<file path="src/rtl/hpm_counter_unit.sv">
// rtl/hpm_counter_unit.sv - machine-mode hardware performance monitor (mcycle, minstret, mhpm counters)
//
// Implements mcycle, minstret, NUM_HPM programmable mhpmcounterN/mhpmeventN
// pairs, mcountinhibit and the read-only user shadows. It decodes its own CSR
// window and executes read, write, set and clear operations.
//
// Parameters:
//   NUM_HPM     number of programmable counters (indices 3..3+NUM_HPM-1)
//   CNT_WIDTH   counter width, 33..64; bits above CNT_WIDTH-1 read as zero
//   NUM_EVENTS  width of events_i, 1..31
//
// Ports:
//   clk_i            core clock
//   rst_i            synchronous active-high reset
//   csr_access_i     a CSR instruction is executing this cycle
//   csr_op_i         csr_operation_t: read, write, set, clear
//   csr_addr_i       CSR address
//   csr_wdata_i      write/set/clear operand
//   csr_rdata_o      combinational read data (pre-write value), 0 on miss
//   csr_hit_o        address falls inside this unit's window
//   csr_illegal_o    write-type operation to a read-only user shadow
//   instr_retired_i  one instruction retires this cycle
//   events_i         event strobes, one count per cycle high
//   overflow_o       bit i pulses for one cycle after counter i wraps

module hpm_counter_unit #(
    parameter int NUM_HPM    = 4,
    parameter int CNT_WIDTH  = 64,
    parameter int NUM_EVENTS = 8
) (
    input  logic                  clk_i,
    input  logic                  rst_i,
    input  logic                  csr_access_i,
    input  logic [1:0]            csr_op_i,
    input  logic [11:0]           csr_addr_i,
    input  logic [31:0]           csr_wdata_i,
    output logic [31:0]           csr_rdata_o,
    output logic                  csr_hit_o,
    output logic                  csr_illegal_o,
    input  logic                  instr_retired_i,
    input  logic [NUM_EVENTS-1:0] events_i,
    output logic [31:0]           overflow_o
);

    typedef enum logic [1:0] {
        CSR_READ  = 2'd0,
        CSR_WRITE = 2'd1,
        CSR_SET   = 2'd2,
        CSR_CLEAR = 2'd3
    } csr_operation_t;

    // Counter slots 0..NUM_CNT-1; slot 1 (time) exists only as a constant zero
    localparam int NUM_CNT     = 3 + NUM_HPM;
    localparam int HI_W        = CNT_WIDTH - 32;
    localparam int EV_W        = $clog2(NUM_EVENTS + 1);
    localparam int NUM_EV_REGS = (NUM_HPM > 0) ? NUM_HPM : 1;
    localparam logic [CNT_WIDTH-1:0] CNT_ONE = {{(CNT_WIDTH-1){1'b0}}, 1'b1};

    // Writable mcountinhibit bits: mcycle, minstret and implemented HPM slots
    function automatic logic [31:0] calc_inh_mask();
        logic [31:0] m;
        m = '0;
        for (int i = 0; i < NUM_CNT; i++) begin
            if (i != 1) begin
                m[i] = 1'b1;
            end
        end
        return m;
    endfunction

    localparam logic [31:0] INH_MASK = calc_inh_mask();

    // ------------------------------------------------------------------
    // State
    // ------------------------------------------------------------------
    logic [CNT_WIDTH-1:0] cnt_q [NUM_CNT];
    logic [EV_W-1:0]      ev_q  [NUM_EV_REGS];
    logic [31:0]          inhibit_q;
    logic [31:0]          ovf_q;

    // ------------------------------------------------------------------
    // Address decode
    // ------------------------------------------------------------------
    csr_operation_t op;
    logic [4:0]     idx;
    logic           sel_inhibit;
    logic           sel_event;
    logic           sel_counter;
    logic           sel_high;
    logic           sel_user;
    logic           write_type;
    logic           wr_en;
    logic           cnt_wr;

    assign op   = csr_operation_t'(csr_op_i);
    assign idx  = csr_addr_i[4:0];

    assign sel_inhibit = (csr_addr_i == 12'h320);
    // 0x320..0x33F, excluding 0x320..0x322 (inhibit handled above, 1 and 2 unused)
    assign sel_event   = (csr_addr_i[11:5] == 7'h19) && (idx >= 5'd3);
    // 0xB00/0xB80/0xC00/0xC80 blocks of 32; index 1 (time) is outside the window
    assign sel_counter = ((csr_addr_i[11:8] == 4'hB) || (csr_addr_i[11:8] == 4'hC)) &&
                         (csr_addr_i[6:5] == 2'b00) && (idx != 5'd1);
    assign sel_high    = csr_addr_i[7];
    assign sel_user    = (csr_addr_i[11:8] == 4'hC);

    assign csr_hit_o     = sel_inhibit || sel_event || sel_counter;
    assign write_type    = (op != CSR_READ);
    assign csr_illegal_o = csr_hit_o && write_type && sel_counter && sel_user;

    assign wr_en  = csr_access_i && csr_hit_o && write_type && !csr_illegal_o;
    assign cnt_wr = wr_en && sel_counter;

    // ------------------------------------------------------------------
    // Read mux: unimplemented indices fall through to zero
    // ------------------------------------------------------------------
    logic [31:0] rdata;

    always_comb begin
        rdata = '0;
        if (sel_inhibit) begin
            rdata = inhibit_q;
        end
        for (int n = 0; n < NUM_HPM; n++) begin
            if (sel_event && (idx == 5'(n + 3))) begin
                rdata = 32'(ev_q[n]);
            end
        end
        for (int i = 0; i < NUM_CNT; i++) begin
            if (sel_counter && (idx == 5'(i))) begin
                rdata = sel_high ? 32'(cnt_q[i][CNT_WIDTH-1:32]) : cnt_q[i][31:0];
            end
        end
    end

    assign csr_rdata_o = rdata;

    // New value for write-type operations, formed from the pre-write read data
    logic [31:0] wr_val;

    always_comb begin
        wr_val = rdata;
        case (op)
            CSR_WRITE: wr_val = csr_wdata_i;
            CSR_SET:   wr_val = rdata | csr_wdata_i;
            CSR_CLEAR: wr_val = rdata & ~csr_wdata_i;
            default:   wr_val = rdata;
        endcase
    end

    // ------------------------------------------------------------------
    // Per-counter write strobes, increment enables and wrap detection
    // ------------------------------------------------------------------
    logic [NUM_CNT-1:0] wr_lo;
    logic [NUM_CNT-1:0] wr_hi;
    logic [NUM_CNT-1:0] inc_src;
    logic [NUM_CNT-1:0] inc;
    logic [31:0]        ovf_next;

    always_comb begin
        wr_lo = '0;
        wr_hi = '0;
        for (int i = 0; i < NUM_CNT; i++) begin
            if (cnt_wr && (idx == 5'(i))) begin
                wr_lo[i] = !sel_high;
                wr_hi[i] =  sel_high;
            end
        end
    end

    // Increment sources before inhibit; selector values outside
    // 1..NUM_EVENTS match no strobe and therefore count nothing
    always_comb begin
        inc_src    = '0;
        inc_src[0] = 1'b1;
        inc_src[2] = instr_retired_i;
        for (int n = 0; n < NUM_HPM; n++) begin
            for (int k = 1; k <= NUM_EVENTS; k++) begin
                if ((ev_q[n] == EV_W'(k)) && events_i[k-1]) begin
                    inc_src[n+3] = 1'b1;
                end
            end
        end
    end

    // The current inhibit value gates this cycle, so an mcountinhibit write
    // only affects counting from the following cycle
    assign inc = inc_src & ~inhibit_q[NUM_CNT-1:0];

    // A write to either half suppresses the increment and cannot wrap
    always_comb begin
        ovf_next = '0;
        for (int i = 0; i < NUM_CNT; i++) begin
            ovf_next[i] = inc[i] && !wr_lo[i] && !wr_hi[i] && (&cnt_q[i]);
        end
    end

    // ------------------------------------------------------------------
    // Registers
    // ------------------------------------------------------------------
    always_ff @(posedge clk_i) begin
        if (rst_i) begin
            inhibit_q <= '0;
            ovf_q     <= '0;
            for (int i = 0; i < NUM_CNT; i++) begin
                cnt_q[i] <= '0;
            end
            for (int n = 0; n < NUM_EV_REGS; n++) begin
                ev_q[n] <= '0;
            end
        end else begin
            ovf_q <= ovf_next;

            if (wr_en && sel_inhibit) begin
                inhibit_q <= wr_val & INH_MASK;
            end

            for (int n = 0; n < NUM_HPM; n++) begin
                if (wr_en && sel_event && (idx == 5'(n + 3))) begin
                    ev_q[n] <= wr_val[EV_W-1:0];
                end
            end

            for (int i = 0; i < NUM_CNT; i++) begin
                if (wr_lo[i]) begin
                    cnt_q[i][31:0] <= wr_val;
                end else if (wr_hi[i]) begin
                    cnt_q[i][CNT_WIDTH-1:32] <= wr_val[HI_W-1:0];
                end else if (inc[i]) begin
                    cnt_q[i] <= cnt_q[i] + CNT_ONE;
                end
            end
        end
    end

    assign overflow_o = ovf_q;

endmodule

</file>
<file path="config.mk">
export PLATFORM = sky130hd
export DESIGN_NAME = hpm_counter_unit
export DESIGN_NICKNAME = d
export VERILOG_FILES = /design/src/rtl/hpm_counter_unit.sv
export SDC_FILE = /design/constraint.sdc
export NUM_CORES = 1
export LEC_CHECK = 0
export BUFFER_PORTS_ARGS = -buffer_cell sky130_fd_sc_hd__buf_4
export CORE_MARGIN = 3
export CORE_UTILIZATION = 33
export DETAILED_ROUTE_END_ITERATION = 12
export SLEW_MARGIN = 20
export SYNTH_ARGS = -nofsm -noshare
export SYNTH_HDL_FRONTEND = slang
export SYNTH_SLANG_ARGS = --single-unit
</file>
<file path="constraint.sdc">
create_clock -name clk_i -period 7 [get_ports clk_i]
set_clock_uncertainty 0.15 [all_clocks]
set_input_delay 0 -clock clk_i [delete_from_list [all_inputs] [get_ports clk_i]]
set_output_delay 0 -clock clk_i [all_outputs]
set_load 0.05 [all_outputs]
</file>
==> metrics.md <==
| Metric | Value |
|---|---|
| FP Rows | 107 |
| Status | complete, but fails checks |
| Crit start category | input port |
| Nets | 3030 |
| Number of synthesized flops with an enable pin | 400 |
| Reg2reg end | cnt_q[3][61] |
| Net Sw Power | 0.00202 W |
| Post-Route WL | 110 mm |
| Setup violations, final | 0 |
| Met2 Use GR | 35.7% |
| FF-to-FF path depth | 7 |
| # DRC | 0 |
| Crit end category | register |
| Pre-antenna DRT Iters | 6 |
| Initial antenna violation count | 0 |
| Met3 usage | 5.00% |
| Power Dens Cells | 209 mW/mm2 |
| Ys async rst share | 0% |
| Core footprint | 0.0857 mm2 |
| Hold path startpoint | csr_wdata_i[0] |
| Clock share of power | 38.2% |
| Seq/Total Area, Yosys | 42.7% |
| Number of global-route vias before repair | 23600 |
| Cells after Synth | 2937 |
| Part of the power in registers | 47.1% |
| RR Startpoint | cnt_q[3][5] |
| Pin count of the biggest net entering global routing | 78 |
| Final core occ | 37.6% |
| Part of the cycle the worst path needs | 63.8% |
| Synthesis-stage register bit count | 412 |
| Worst min-delay path class | in2reg |
| Clock Pin Slew Worst Setup and Hold Paths | 60 ps |
| Slew Limit Fails | 0 |
| Drt via density | 6.12 |
| CP max FO | 66 |
| CP arrival | 4600 ps |
| GRT Total Usage | 23.4% |
| WHS Path Cells | 5 |
| H-tree Lvls | 2 |
| Logic pwr share | 14.6% |
| Worst relative slew slack | 17.3% |
| Fillers | 8618 |
| Starting density of the core | 33.5% |
| Post-detail-place hpwl | 77.0 mm |
| Ys Warns | 0 |
| TritonCTS buffer count | 49 |
| Buffers on Ports | 97 |
| Final Critical Period | 4470 ps |
| Syn avg cell area | 9.78 um2 |
| 1st-iter DRT viols | 3462 |
| Crit path kind | in2reg |
| Max-cap violations | 0 |
| P_leak | 10.5 nW |
| Sw Ratio | 30.1% |
| Vias | 25400 |
| Worst VDD drop | 159 uV |
| Worst Hold Slack | -0.198 ps |
| GR Util met1 | 32.0% |
| Reg2reg setup slack | 2950 ps |
| Die area | 0.0906 mm2 |
| Violated checks | negative hold slack |
| RePlAce Congestion | 0.984 |
| Most Crowded Layer GR | met2 |
| Mapped Area | 0.0287 mm2 |
| Slew at the pin closest to its max-slew limit | 1240 ps |
| Ratio of cells with drive above 1 in the final layout | 11.2% |
| Routed Antenna Nets | 0 |
| Die height | 301 um |
| Setup repair after global routing missed its margin | false |
| Post-Route Setup TNS | 0 ps |
| TritonCTS clock tree | done |
| Internal power | 0.00470 W |
| Root Driver | clkbuf_16 |
| Fin. Hold Viols | 1 |
| Main synth FF type | edfxtp_1 |
| Clock Latency Late Sink | 620 ps |
| Yosys cell types | 86 |
| Grt total ovfl | 0 |
| WP data required | 7130 ps |
| DR WL/cell | 26.5 um |
| IO Count | 124 |
| Die X-Extent | 301 um |
| CTS resizes | 0 |
| FMAX | 0.224 GHz |
| Hold EP | ev_q[1][0] |
| Max Root-Sink Buffers | 3 |
| Clock sinks | 412 |
| First-pass GRT wire length | 160 mm |
| Total power | 0.00673 W |
| Layout area overhead | 12.1% |
==> routing by layer <==
metal | part of all wire, % | wire length (um)
met5 | 0 | 0
met4 | 4.6 | 5110
met3 | 11 | 11700
met2 | 44 | 48600
met1 | 41 | 44600
==> power by group through the flow <==
stage / Clock (W) / Sequential (W) / Combinational [W]
detailed placement: 0 / 0.00321 / 0.000950
global route: 0.00269 / 0.00320 / 0.00103
finish: 0.00257 / 0.00317 / 0.000983
global placement: 0 / 0.00321 / 0.000944
CTS: 0.00260 / 0.00316 / 0.000963
floorplan: 0 / 0.00313 / 0.000629
==> worst max-delay path by stage <==
stage               cells past startpoint           to          start  slack (ps)
floorplan                               7  cnt_q[6][0]  csr_addr_i[4]        2820
CTS                                    13  cnt_q[2][3]  csr_addr_i[2]        2660
global route                           11  cnt_q[2][3]  csr_addr_i[6]        2410
finish                                 13  cnt_q[2][3]  csr_addr_i[2]        2530
global placement                       10  cnt_q[2][3]  csr_addr_i[1]        2490
detailed placement                     10  cnt_q[2][2]  csr_addr_i[1]        2410
==> flip-flops by register name, summed over array words and instances (netlist names) <==
name / flops
cnt_q: 384
ev_q: 16
inhibit_q: 6
overflow_o: 6
==> layout by cell type (no fill, tap or decap), types with 6 or more instances in the layout <==
cell type and instances:
edfxtp_1 400, o22ai_1 343, nor2_1 261, nand2_1 236, xor2_1 200, xnor2_1 196
nand3_1 161, buf_4 153, mux2i_1 126, nand4_1 102, nor3_1 67, a211oi_1 65
and3_1 62, inv_1 53, clkbuf_16 50, a21oi_1 47, o21ai_0 45, mux4_2 36
and4_1 34, and2_1 26, conb_1 26, nor4_1 21, dlygate4sd3_1 18, or3_1 15
nor2b_1 15, a22oi_1 13, clkinv_1 13, dfxtp_1 12, o22ai_2 11, clkinv_2 11
o22a_1 10, nand2b_1 9, clkbuf_1 9, o211ai_1 8, o21ai_1 8, a211o_1 8
nand3b_1 7, ha_1 6
==> worst max-delay path, cell delays in order <==
cell,delay [ps]
dlygate4sd3_1,540
buf_4,160
nor3_1,110
dlygate4sd3_1,560
buf_4,190
a211oi_1,110
o211ai_1,420
nor3_1,140
or4b_2,630
buf_4,360
nor2b_1,260
nand2_1,630
buf_4,390
==> per-stage QoR <==
step / cells / instance area (um2) / setup WS [ps]
2_1_floorplan: 2962 / 28800 / 2820
3_3_place_gp: 4040 / 30400 / 2490
3_5_place_dp: 4040 / 30400 / 2410
4_1_cts: 4147 / 32200 / 2660
5_1_grt: 4148 / 32200 / 2410
6_report: 4150 / 32200 / 2530
==> cells by family (layout without fill, tap and decap cells) <==
group / count (synthesis) / in the layout / share of synthesized area (%)
simple gates: 1068 / 1068 / 19.0
mux: 167 / 167 / 7.41
xor+xnor: 396 / 396 / 12.1
fa+ha+maj: 6 / 6 / 0.261
other cells: 1 / 28 / 0.0131
flops: 412 / 412 / 42.7
buf+inv: 275 / 317 / 4.59
compound gates: 612 / 612 / 14.0
==> Yosys cell counts (42+ instances only) <==
library cell	instances	share of area, %
nor3_1	67	1.2
clkbuf_1	110	1.4
o22ai_1	351	7.6
xnor2_1	196	6.0
xor2_1	200	6.1
inv_1	53	0.69
nand4_1	102	2.2
nand2_1	236	3.1
nor2_1	262	3.4
edfxtp_1	400	42
mux2i_1	126	4.4
o21ai_0	54	0.94
buf_4	42	1.1
a211oi_1	65	1.7
nand3_1	164	2.9
a21oi_1	47	0.82
buf_2	53	0.92
and3_1	62	1.4
==> layout make-up <==
class | instances | area [um2] | area share (%)
clock inverter | 30 | 251 | 0.781
antenna | 2 | 5.00 | 0.0155
timing repair buffer | 174 | 1390 | 4.32
inverter | 54 | 203 | 0.629
tap | 1144 | 1430 | 4.44
sequential | 412 | 12300 | 38.0
multi-input combinational | 2275 | 15400 | 47.8
clock buffer | 59 | 1280 | 3.99
==> what timing repair did <==
item,in CTS,in global routing
hold endpoints to repair,31,0
hold buffers,18,0
setup buffers,0,0
setup endpoints to repair,0,0
Note: power is estimated with default switching activity, not from simulation.
